`config.mk`:
```
export PLATFORM = sky130hd
export DESIGN_NAME = mem_port_arbiter
export DESIGN_NICKNAME = d
export VERILOG_FILES = /design/src/rtl/mem_port_arbiter_pkg.sv /design/src/rtl/mem_port_arbiter_lat_counter.sv /design/src/rtl/mem_port_arbiter.sv
export SDC_FILE = /design/constraint.sdc
export NUM_CORES = 1
export LEC_CHECK = 0
export ABC_CLOCK_PERIOD_IN_PS = 1600
export BUFFER_PORTS_ARGS = -buffer_cell sky130_fd_sc_hd__buf_2
export CAP_MARGIN = 20
export CORE_ASPECT_RATIO = 0.75
export CORE_MARGIN = 2
export CORE_UTILIZATION = 44
export CTS_CLUSTER_SIZE = 20
export DETAILED_ROUTE_END_ITERATION = 6
export PLACE_DENSITY = 0.87
export SKIP_CTS_REPAIR_TIMING = 1
export SLEW_MARGIN = 20
export SYNTH_ARGS = -nofsm -noshare
export SYNTH_HDL_FRONTEND = slang
export SYNTH_SLANG_ARGS = --single-unit
```
`constraint.sdc`:
```
create_clock -name clk -period 1.6 [get_ports clk]
set_input_delay 0.16 -clock clk [delete_from_list [all_inputs] [get_ports clk]]
set_output_delay 0.16 -clock clk [all_outputs]
set_load 0.005 [all_outputs]
```
`src/rtl/mem_port_arbiter_pkg.sv`:
```
// Shared encodings for the unified-memory port arbiter: FSM state, access owner,
// and the fixed-priority request pick used in IDLE.
package mem_port_arbiter_pkg;

  typedef enum logic [1:0] {
    ARB_IDLE = 2'b00,
    ARB_IF   = 2'b01,
    ARB_DM   = 2'b10,
    ARB_DONE = 2'b11
  } arb_state_e;

  typedef enum logic {
    OWN_IF = 1'b0,
    OWN_DM = 1'b1
  } owner_e;

  typedef struct packed {
    logic   grant;
    owner_e owner;
    logic   wr;
  } arb_pick_t;

  // Data port holds the older instruction, so it wins; rd&wr together is an error, never a grant.
  function automatic arb_pick_t arb_pick(input logic if_req, input logic dm_rd, input logic dm_wr);
    arb_pick_t p;
    p.grant = 1'b0;
    p.owner = OWN_IF;
    p.wr    = 1'b0;
    if (dm_rd ^ dm_wr) begin
      p.grant = 1'b1;
      p.owner = OWN_DM;
      p.wr    = dm_wr;
    end else if (if_req) begin
      p.grant = 1'b1;
    end
    return p;
  endfunction

endpackage

```
`src/rtl/mem_port_arbiter_lat_counter.sv`:
```
// Access latency counter: synchronous clear and enable, reset dominant.
module lat_counter #(
  parameter int W = 3
) (
  input  logic         clk,
  input  logic         rst,
  input  logic         clr,
  input  logic         en,
  output logic [W-1:0] count
);

  always_ff @(posedge clk) begin
    if (rst)      count <= '0;
    else if (clr) count <= '0;
    else if (en)  count <= count + W'(1);
  end

endmodule

```
`src/rtl/mem_port_arbiter.sv`:
```
// Shares one fixed-latency single-ported memory between the fetch and data ports;
// one access at a time, sequenced IDLE -> BUSY -> DONE with a registered done pulse.
module mem_port_arbiter
  import mem_port_arbiter_pkg::*;
#(
  parameter int AW      = 16,
  parameter int DW      = 16,
  parameter int LATENCY = 4
) (
  input  logic          clk,
  input  logic          rst,
  input  logic          if_req,
  input  logic [AW-1:0] if_addr,
  output logic [DW-1:0] if_rdata,
  output logic          if_done,
  output logic          if_stall,
  input  logic          dm_rd,
  input  logic          dm_wr,
  input  logic [AW-1:0] dm_addr,
  input  logic [DW-1:0] dm_wdata,
  output logic [DW-1:0] dm_rdata,
  output logic          dm_done,
  output logic          dm_stall,
  output logic          err,
  output logic [AW-1:0] mem_addr,
  output logic [DW-1:0] mem_wdata,
  output logic          mem_rd,
  output logic          mem_wr,
  input  logic [DW-1:0] mem_rdata
);

  localparam int             CW       = $clog2(LATENCY + 2);
  localparam logic [CW-1:0]  CNT_LAST = CW'(LATENCY + 1);

  typedef struct packed {
    owner_e        owner;
    logic          wr;
    logic [AW-1:0] addr;
    logic [DW-1:0] wdata;
  } acc_t;

  arb_state_e    state;
  acc_t          acc;
  arb_pick_t     pick;
  logic [CW-1:0] count;
  logic          busy;
  logic          last;
  logic          cnt_en;

  assign pick   = arb_pick(if_req, dm_rd, dm_wr);
  assign busy   = (state == ARB_IF) || (state == ARB_DM);
  assign last   = busy && (count == CNT_LAST);
  // Counting from the grant edge puts count=1 in the first BUSY cycle.
  assign cnt_en = ((state == ARB_IDLE) && pick.grant) || busy;

  lat_counter #(.W(CW)) u_lat_counter (
    .clk   (clk),
    .rst   (rst),
    .clr   (last),
    .en    (cnt_en),
    .count (count)
  );

  assign err       = dm_rd & dm_wr;
  assign if_stall  = if_req & ~if_done;
  assign dm_stall  = (dm_rd | dm_wr) & ~dm_done & ~err;
  assign mem_addr  = acc.addr;
  assign mem_wdata = acc.wdata;

  always_ff @(posedge clk) begin
    if (rst) begin
      state    <= ARB_IDLE;
      acc      <= '0;
      mem_rd   <= 1'b0;
      mem_wr   <= 1'b0;
      if_done  <= 1'b0;
      dm_done  <= 1'b0;
      if_rdata <= '0;
      dm_rdata <= '0;
    end else begin
      mem_rd  <= 1'b0;
      mem_wr  <= 1'b0;
      if_done <= 1'b0;
      dm_done <= 1'b0;
      case (state)
        ARB_IDLE: begin
          if (pick.grant) begin
            acc.owner <= pick.owner;
            acc.wr    <= pick.wr;
            acc.addr  <= (pick.owner == OWN_DM) ? dm_addr : if_addr;
            acc.wdata <= dm_wdata;
            mem_rd    <= ~pick.wr;
            mem_wr    <= pick.wr;
            state     <= (pick.owner == OWN_DM) ? ARB_DM : ARB_IF;
          end
        end
        ARB_IF, ARB_DM: begin
          if (last) begin
            if (!acc.wr) begin
              if (acc.owner == OWN_DM) dm_rdata <= mem_rdata;
              else                     if_rdata <= mem_rdata;
            end
            if_done <= (acc.owner == OWN_IF);
            dm_done <= (acc.owner == OWN_DM);
            state   <= ARB_DONE;
          end
        end
        ARB_DONE: state <= ARB_IDLE;
        default:  state <= ARB_IDLE;
      endcase
    end
  end

endmodule

```
==> reports/qor.txt, run 1 <==
================================================================================
TritonCTS clock tree ..............................................         done
Row count .........................................................           27
First-pass GRT wire length ........................................     12900 µm
Mapped Area .......................................................     3440 µm²
Count of mapped cells out of synthesis ............................          398
Routed WL .........................................................      7960 µm
Least-Margin Pin Slew .............................................     0.425 ns
Final hold violations .............................................            0
Maximum number of pins on one net before global-route repair ......           35
Fillers ...........................................................          691
Initial cell density of the core ..................................        0.461
Total track usage .................................................        0.189
Number of DRC markers in iteration 0 ..............................          107
Slowest cell on the critical path ................................. sky130_fd_sc_hd__dfxtp_1
Gate power share ..................................................        0.326
Min Hold Slack ....................................................    0.0543 ns
Setup Skew ........................................................    0.0108 ns
Vias per std cell .................................................         5.02
Multi-input gate area in the final layout .........................     1540 µm²
Drt first pass iters ..............................................            5
Final routed DRC violation total ..................................            0
Critical path fanouts, max ........................................           33
Initial antenna violation count ...................................            0
CTS clock-pin slew for the worst setup and hold paths .............      0.08 ns
Kind of end point of the critical path ............................         flop
Estimated wirelength of the detail-placed design ..................      5840 µm
Path class of the lowest-slack min-delay path .....................    in -> reg
Startpoint class of the critical path .............................         flop
Die area ..........................................................     8540 µm²
Number of nets in the synthesized netlist .........................          474
Antenna diodes ....................................................            0
Run status ........................................................ complete, no violations
Footprint of the flip-flops and latches ...........................     1500 µm²
Routed wire length per instance ...................................      13.2 µm
IO Pins ...........................................................          140
Remaining max-slew budget at the tightest pin .....................        0.714
Power density over cell area ......................................  1400 nW/µm²
Clk sink count ....................................................           75
Count of buffers inserted at the top-level ports ..................          139
Data arrival time at the worst-slack endpoint .....................      1.79 ns
CTS root buffer ................................................... sky130_fd_sc_hd__clkbuf_8
Setup repair after global routing missed its margin ...............          yes
Reported leakage power ............................................   0.00202 µW
Count of warnings emitted by yosys ................................            0
Worst path max stage delay ........................................      0.39 ns
Smallest setup slack after layout .................................    0.0807 ns
Number of pins exceeding their max-slew limit in the final report .            0
Average footprint of a synthesized cell ...........................     8.64 µm²
Total CTS buffers .................................................            9
Peak supply drop ..................................................   0.000619 V
Ratio of cells with drive above 1 in the final layout .............        0.340
Total design power ................................................      5920 µW
Fraction of the core area covered by cells at the end of the flow .        0.567
Cell breakdown of the critical path ............................... ha_1 -> nand4b_4 -> buf_12 -> nand2b_4 -> o21ai_0
Final critical path time including I/O delays and setup ...........      1.52 ns
Overall die height ................................................      80.6 µm
Max-cap violations ................................................            0
Area of the core ..................................................     7470 µm²
Global route total overflow .......................................            0
Via count of the first global-routing pass ........................         2801
Level count of the clock H-tree ...................................            3
Clk_lat worst skew ................................................      0.35 ns
Area growth from synthesis to layout ..............................        23.2%
Fmax ..............................................................      658 MHz
Proportion of power drawn by flip-flops and latches ...............        0.388
Number of library cell types mapped by synthesis ..................           35
Ratio of final minimum period to clock period .....................        0.950
Number of nets in the final layout ................................          575
Setup slack of the most critical reg-to-reg path ..................      0.08 ns
Worst setup slack after placement .................................   -0.0483 ns
Power share of the clock group ....................................        0.286
Fin Setup TNS .....................................................         0 ns
Net Switching .....................................................      1880 µW
Final RePlAce weighted congestion .................................        0.782
Internal cell power ...............................................      4030 µW
Final number of setup-violating endpoints .........................            0
Switching share of power ..........................................        0.318
Antenna viol nets, final ..........................................            0
Die W .............................................................       106 µm
Synthesis-stage register bit count ................................           75
Vias ..............................................................         3033
Worst EP required .................................................      1.87 ns
Deepest clock path buffer count ...................................            2
Worst Setup Path Type .............................................   reg -> reg
Portion of the post-synthesis area used by sequential elements ....        0.437
================================================================================
## critical path, delay by kind of cell (launching register included)
| family | cells | cell delay, ns |
|---|---|---|
| flip-flops | 1 | 0.39 |
| AND/OR/NAND/NOR | 2 | 0.38 |
| adder cells (fa/ha/maj) | 1 | 0.28 |
| AO/OA/AOI/OAI | 1 | 0.21 |
| buffers and inverters | 1 | 0.18 |
## power groups by stage
stage / Sequential, µW / Combinational, µW / Clock, µW
after global placement: 2320 / 1810 / 0
after global routing: 2330 / 2170 / 1830
after CTS: 2300 / 1890 / 1730
after floorplan: 2300 / 1470 / 0
after detailed placement: 2340 / 1890 / 0
final: 2300 / 1930 / 1690
## final timing paths
path | start | end | depth (start not counted)
max | u_lat_counter.count[0] | if_rdata[5] | 5
min | dm_wdata[12] | mem_wdata[12] | 3
max reg2reg | u_lat_counter.count[0] | if_rdata[5] | 5
min reg2reg | mem_wdata[12] | mem_wdata[12] | 2
## kinds of logic (layout without fill, tap and decap cells)
family,count (synthesis),count (layout),synth area share
and+or+nand+nor,118,118,0.183
AOI/OAI and AO/OA,113,113,0.187
DFF,75,75,0.437
buffers and inverters,69,174,0.121
muxes,16,16,0.0466
adders and majority gates,7,7,0.0255
## Yosys cell counts (all sizes together)
master,n,area share
o211ai,1,0.0022
nand3b,1,0.0022
o31ai,3,0.0065
a211o,2,0.0051
a211oi,16,0.035
nand2,37,0.040
or2,1,0.0018
inv,8,0.0087
nor3,2,0.0029
nor2,19,0.021
o22ai,1,0.0018
nor4,2,0.0036
nand4b,2,0.0095
dfxtp,75,0.44
o21a,1,0.0022
nand2b,18,0.035
a21boi,1,0.0022
a2111o,2,0.0065
ha,7,0.025
a22oi,1,0.0022
clkbuf,16,0.017
a21oi,19,0.028
nor3b,2,0.0044
nor2b,33,0.060
mux2i,16,0.047
o21ai,66,0.096
or2b,1,0.0022
buf,45,0.095
## area by class of cell
class	count	area share
Multi-Input combinational cell	254	0.363
Sequential cell	75	0.355
Timing Repair Buffer	151	0.191
Clock buffer	10	0.0301
Tap cell	101	0.0298
Clock inverter	5	0.0242
Inverter	8	0.00709
## per-layer routing
metal / share of wire / vias up / global-route usage
li1: - / 1518 / -
met1: 0.43 / 1392 / 0.226
met2: 0.48 / 112 / 0.318
met3: 0.072 / 11 / 0.0649
met4: 0.017 / 0 / 0.0697
met5: 0 / - / 0
## cell usage in the layout, fill, tap and decap left out, drive strengths merged, types with 10 or more instances in the layout
master,n
dfxtp,75
o21ai,66
nand2b,18
nor2,19
nand2,37
nor2b,33
clkbuf,10
a211oi,16
buf,151
mux2i,16
a21oi,19
## flip-flops by register name (all words and copies together) (netlist names), 2 cells and up
| name | cells |
|---|---|
| acc | 2 |
| dm_rdata | 16 |
| if_rdata | 16 |
| mem_addr | 16 |
| mem_wdata | 16 |
| state | 2 |
| u_lat_counter.count | 3 |
## stage by stage
step | area [µm²] | std cells
floorplan | 3440 | 398
global route | 4240 | 604
CTS | 4220 | 604
global placement | 3990 | 589
detailed placement | 3990 | 589
finish | 4240 | 604
No activity file was read; power rests on OpenSTA's default activity.
==> run 2: changes to the inputs <==
Settings changed: CTS_BUF_LIST from default to sky130_fd_sc_hd__clkbuf_8 sky130_fd_sc_hd__clkbuf_16, CTS_CLUSTER_DIAMETER from default to 80.
==> reports/qor.txt, run 2 (synthesis gave the netlist of run 1 again) <==
================================================================================
Run status ........................................................ complete, no violations
Level count of the clock H-tree ...................................            3   unchanged
Final number of setup-violating endpoints .........................            0   unchanged
Footprint of the flip-flops and latches ...........................     1500 µm²   unchanged
Deepest clock path buffer count ...................................            2   unchanged
Final critical path time including I/O delays and setup ...........      1.52 ns   -0.000285 ns
Area of the core ..................................................     7470 µm²   unchanged
Vias ..............................................................         3032   -0.033%
TritonCTS clock tree ..............................................         done
Data arrival time at the worst-slack endpoint .....................      1.79 ns   about the same
Die area ..........................................................     8540 µm²   unchanged
Slowest cell on the critical path ................................. sky130_fd_sc_hd__dfxtp_1
Worst reg2reg endpoint ............................................  if_rdata[5]
Least-Margin Pin Slew .............................................     0.425 ns   unchanged
Busiest layer in global routing ...................................         met2
Setup Skew ........................................................    0.0110 ns   +0.000200 ns
Cells on worst reg2reg path .......................................            5   unchanged
Ratio of cells with drive above 1 in the final layout .............        0.340   unchanged
Via count of the first global-routing pass ........................         2801   unchanged
Drt first pass iters ..............................................            5   unchanged
CTS root buffer ................................................... sky130_fd_sc_hd__clkbuf_8
Global route total overflow .......................................            0   unchanged
Setup repair after global routing missed its margin ...............          yes
Clk sink count ....................................................           75   unchanged
Number of nets in the final layout ................................          575   unchanged
Clk_lat worst skew ................................................      0.35 ns   about the same
Fin Setup TNS .....................................................         0 ns   unchanged
Routed WL .........................................................      7950 µm   about the same
Initial cell density of the core ..................................        0.461   unchanged
CP startpoint ..................................................... u_lat_counter.count[0]
Row count .........................................................           27   unchanged
Final routed DRC violation total ..................................            0   unchanged
CTS clock-pin slew for the worst setup and hold paths .............      0.08 ns   about the same
Count of buffers inserted at the top-level ports ..................          139   unchanged
Most common library cell in the layout ignoring fill and taps ..... sky130_fd_sc_hd__buf_2
Area growth from synthesis to layout ..............................        23.2%   unchanged
Total track usage .................................................        0.189   unchanged
Kind of end point of the critical path ............................         flop
Number of stages on the worst setup path ..........................            5   unchanged
Beginning of the worst hold path .................................. dm_wdata[12]
Worst Path Buf+Inv ................................................            1   unchanged
R2R Path Start .................................................... u_lat_counter.count[0]
Fmax ..............................................................      658 MHz   about the same
IO Pins ...........................................................          140   unchanged
Reported leakage power ............................................   0.00202 µW   +0.21%
Cell breakdown of the critical path ............................... ha_1 -> nand4b_4 -> buf_12 -> nand2b_4 -> o21ai_0
Multi-input gate area in the final layout .........................     1540 µm²   unchanged
Peak supply drop ..................................................   0.000619 V   about the same
First-pass GRT wire length ........................................     12900 µm   unchanged
Worst path max stage delay ........................................      0.39 ns   about the same
Startpoint class of the critical path .............................         flop
Path class of the lowest-slack min-delay path .....................    in -> reg
Worst EP required .................................................      1.87 ns   about the same
Number of DRC markers in iteration 0 ..............................          107   unchanged
Worst Setup Path Type .............................................   reg -> reg
M3 GR Usage .......................................................       0.0649   unchanged
Max-cap violations ................................................            0   unchanged
Die W .............................................................       106 µm   unchanged
Total CTS buffers .................................................            9   unchanged
Largest delay contributor family on the critical path .............   flip-flops
Fillers ...........................................................          691   unchanged
Estimated wirelength of the detail-placed design ..................      5840 µm   unchanged
Fraction of the core area covered by cells at the end of the flow .        0.567   unchanged
Power density over cell area ......................................  1400 nW/µm²   about the same
Setup slack of the most critical reg-to-reg path ..................      0.08 ns   about the same
Most frequent cells in the layout ................................. sky130_fd_sc_hd__buf_2, sky130_fd_sc_hd__dfxtp_1, sky130_fd_sc_hd__o21ai_0
Overall die height ................................................      80.6 µm   unchanged
Initial antenna violation count ...................................            0   unchanged
Global Route met1 Usage ...........................................        0.226   unchanged
Ratio of final minimum period to clock period .....................        0.949   about the same
Antenna diodes ....................................................            0   unchanged
Final hold violations .............................................            0   unchanged
CP Capture Point ..................................................  if_rdata[5]
Remaining max-slew budget at the tightest pin .....................        0.714   unchanged
Routed wire length per instance ...................................      13.2 µm   about the same
Critical path fanouts, max ........................................           33   unchanged
Final RePlAce weighted congestion .................................        0.782   unchanged
Number of pins exceeding their max-slew limit in the final report .            0   unchanged
Antenna viol nets, final ..........................................            0   unchanged
Met2 usage ........................................................        0.318   unchanged
Vias per std cell .................................................         5.02   about the same
Maximum number of pins on one net before global-route repair ......           35   unchanged
================================================================================
-- run 2: changes by cell type in the layout (fill, tap and decap cells not counted) --
cell / delta
sky130_fd_sc_hd__inv_1: +1
sky130_fd_sc_hd__clkbuf_1: -1
-- run 2: layer usage --
metal / vias to the layer above / part of all wire
met1: 1392 / 0.44
met2: 112 / 0.48
met5: - / 0
li1: 1517 / -
met4: 0 / 0.017
met3: 11 / 0.071
-- run 2: worst min-delay path: cells and delay by family --
| kind | cells | cell delay, ns |
|---|---|---|
| buf+inv | 1 | 0.09 |
| compound gates | 1 | 0.05 |
| simple gates | 1 | 0.04 |
-- run 2: where the power goes --
group	internal, µW	switching [µW]	leakage, µW
logic	854	1080	0.00129
clock network	1020	665	0.000116
registers	2150	142	0.000613
-- run 2: how the worst min path moves through the flow --
stage | slack [ns] | depth (start not counted) | end
3_3_place_gp | 0.40 | 3 | mem_wdata[4]
2_1_floorplan | 0.30 | 2 | mem_wdata[0]
5_1_grt | 0.04 | 3 | mem_wdata[4]
3_5_place_dp | 0.41 | 3 | mem_wdata[12]
6_report | 0.05 | 3 | mem_wdata[12]
4_1_cts | 0.03 | 3 | mem_wdata[12]
-- run 2: layout make-up --
| cell class | instances | share of cell area |
|---|---|---|
| inverter | 8 | 0.00709 |
| clock buffer | 9 | 0.0292 |
| multi-input combinational | 254 | 0.363 |
| sequential | 75 | 0.355 |
| timing repair buffer | 151 | 0.191 |
| tap | 101 | 0.0298 |
| clock inverter | 6 | 0.0251 |
-- run 2: through the flow --
stage	cell area (µm²)	power [µW]	instances	hold WS (ns)	worst slack [ns]
global route	4240	6320	604	0.0350	0.000419
finish	4240	5910	604	0.0541	0.0809
detailed placement	3990	4220	589	0.405	-0.0483
CTS	4220	5920	604	0.0334	-0.0648
global placement	3990	4130	589	0.400	0.00740
floorplan	3440	3770	398	0.296	0.0929
==> run 3: changes to the inputs <==
Settings changed: PLACE_DENSITY 0.87 to 0.78.
==> reports/qor.txt, run 3 (synthesis gave the netlist of run 1 again) <==
================================================================================
Largest delay contributor family on the critical path ............. compound AO/OA/AOI/OAI gates
CP startpoint .....................................................     state[0]
Area growth from synthesis to layout ..............................        24.4%
Worst path max stage delay ........................................      0.36 ns   -0.03 ns
Worst setup slack after placement .................................   -0.0859 ns   -0.0376 ns
Initial antenna violation count ...................................            0   unchanged
Die area ..........................................................     8540 µm²   unchanged
Remaining max-slew budget at the tightest pin .....................        0.685   -0.0292
Number of stages on the worst setup path ..........................            6   +1
Clk_lat worst skew ................................................      0.36 ns   about the same
Estimated wirelength of the detail-placed design ..................      5710 µm   -2.2%
Vias per std cell .................................................         4.93   -1.8%
Run status ........................................................ complete, no violations
Final hold violations .............................................            0   unchanged
Most frequent cells in the layout ................................. sky130_fd_sc_hd__buf_2, sky130_fd_sc_hd__dfxtp_1, sky130_fd_sc_hd__o21ai_0
Area of the core ..................................................     7470 µm²   unchanged
Cell breakdown of the critical path ............................... inv_1 -> buf_4 -> ha_1 -> or2b_1 -> a2111o_1 -> o31ai_1
Smallest setup slack after layout .................................    0.0952 ns   +0.0143 ns
Maximum number of pins on one net before global-route repair ......           36   +2.9%
Total track usage .................................................        0.185   -0.00470
Setup Skew ........................................................    0.0118 ns   +0.000775 ns
Routed WL .........................................................      7890 µm   -0.78%
Vias ..............................................................         3017   -0.49%
Clk sink count ....................................................           75   unchanged
Fmax ..............................................................      665 MHz   +0.95%
Final critical path time including I/O delays and setup ...........      1.50 ns   -0.0143 ns
Via count of the first global-routing pass ........................         2863   +2.2%
Final number of setup-violating endpoints .........................            0   unchanged
Overall die height ................................................      80.6 µm   unchanged
Antenna diodes ....................................................            0   unchanged
Least-Margin Pin Slew .............................................     0.473 ns   +0.0477 ns
Startpoint class of the critical path .............................         flop
Cells on worst reg2reg path .......................................            6   +1
Row count .........................................................           27   unchanged
Initial cell density of the core ..................................        0.461   unchanged
Worst Setup Path Type .............................................   reg -> reg
Fraction of the core area covered by cells at the end of the flow .        0.573   +0.00570
Power density over cell area ......................................  1330 nW/µm²   -4.9%
Kind of end point of the critical path ............................         flop
First-pass GRT wire length ........................................     12700 µm   -1.1%
Drt first pass iters ..............................................            4   -1
Worst Path Buf+Inv ................................................            2   +1
Deepest clock path buffer count ...................................            2   unchanged
Reported leakage power ............................................   0.00203 µW   +0.51%
Number of nets in the final layout ................................          582   +1.2%
Path class of the lowest-slack min-delay path .....................    in -> reg
Count of buffers inserted at the top-level ports ..................          139   unchanged
Peak supply drop ..................................................   0.000753 V   +22%
Ratio of final minimum period to clock period .....................        0.940   -0.00892
CP Capture Point ..................................................     state[0]
Total design power ................................................      5680 µW   -4.0%
CTS root buffer ................................................... sky130_fd_sc_hd__clkbuf_8
Most common library cell in the layout ignoring fill and taps ..... sky130_fd_sc_hd__buf_2
Worst reg2reg endpoint ............................................     state[0]
Max-cap violations ................................................            0   unchanged
Die W .............................................................       106 µm   unchanged
R2R Path Start ....................................................     state[0]
Routed wire length per instance ...................................      12.9 µm   -2.1%
Total CTS buffers .................................................            9   unchanged
Worst EP required .................................................      1.86 ns   about the same
Ratio of cells with drive above 1 in the final layout .............        0.352   +0.0123
Level count of the clock H-tree ...................................            3   unchanged
IO Pins ...........................................................          140   unchanged
Number of pins exceeding their max-slew limit in the final report .            0   unchanged
CTS clock-pin slew for the worst setup and hold paths .............      0.09 ns   about the same
Slowest cell on the critical path ................................. sky130_fd_sc_hd__a2111o_1
Setup slack of the most critical reg-to-reg path ..................       0.1 ns   about the same
Min Hold Slack ....................................................    0.0371 ns   -0.0170 ns
Antenna viol nets, final ..........................................            0   unchanged
Global route total overflow .......................................            0   unchanged
Final RePlAce weighted congestion .................................        0.781   -0.13%
Data arrival time at the worst-slack endpoint .....................      1.76 ns   -0.03 ns
TritonCTS clock tree ..............................................         done
Final routed DRC violation total ..................................            0   unchanged
Number of DRC markers in iteration 0 ..............................          111   +3.7%
Critical path fanouts, max ........................................            3   -91%
================================================================================
==> run 3: worst min-delay path by stage <==
stage	end	start	depth (start not counted)	slack [ns]
after detailed placement	mem_wdata[8]	dm_wdata[8]	3	0.41
after floorplan	mem_wdata[0]	dm_wdata[0]	2	0.30
final	mem_wdata[15]	dm_wdata[15]	3	0.04
after global placement	mem_wdata[13]	dm_wdata[13]	3	0.40
after global routing	mem_wdata[15]	dm_wdata[15]	3	0.03
after CTS	mem_wdata[15]	dm_wdata[15]	3	0.02
==> run 3: per-layer routing <==
layer  up-vias  wire [µm]  global-route usage
li1       1536          -                   -
met1      1371       3480               0.216
met2       105       3800               0.325
met3         5        551              0.0657
met4         0         57              0.0474
met5         -          0                   0
==> run 3: stage by stage <==
step / std cells / TNS [ns] / area [µm²]
after CTS: 611 / -0.176 / 4260
after detailed placement: 595 / -0.103 / 4070
final: 612 / 0 / 4280
after global placement: 595 / 0 / 4070
after global routing: 612 / -0.0109 / 4280
after floorplan: 398 / 0 / 3440
==> run 3: report_power, final <==
part | switching, µW | total [µW] | internal (µW)
clock network | 766 | 1350 | 584
logic | 1100 | 2030 | 937
registers | 140 | 2290 | 2150
total | 2000 | 5680 | 3670
==> run 3: layout make-up <==
class / count / area, µm²
Tap cell: 101 / 126
Fill cell: 721 / 3190
Clock inverter: 7 / 58.8
Timing Repair Buffer: 158 / 901
Multi-Input combinational cell: 254 / 1540
Clock buffer: 9 / 124
Inverter: 8 / 30.0
Sequential cell: 75 / 1500
==> run 3: worst min-delay path, cell delays in order <==
cell,delay [ns]
sky130_fd_sc_hd__buf_2,0.09
sky130_fd_sc_hd__nand2_1,0.05
sky130_fd_sc_hd__a21oi_1,0.05
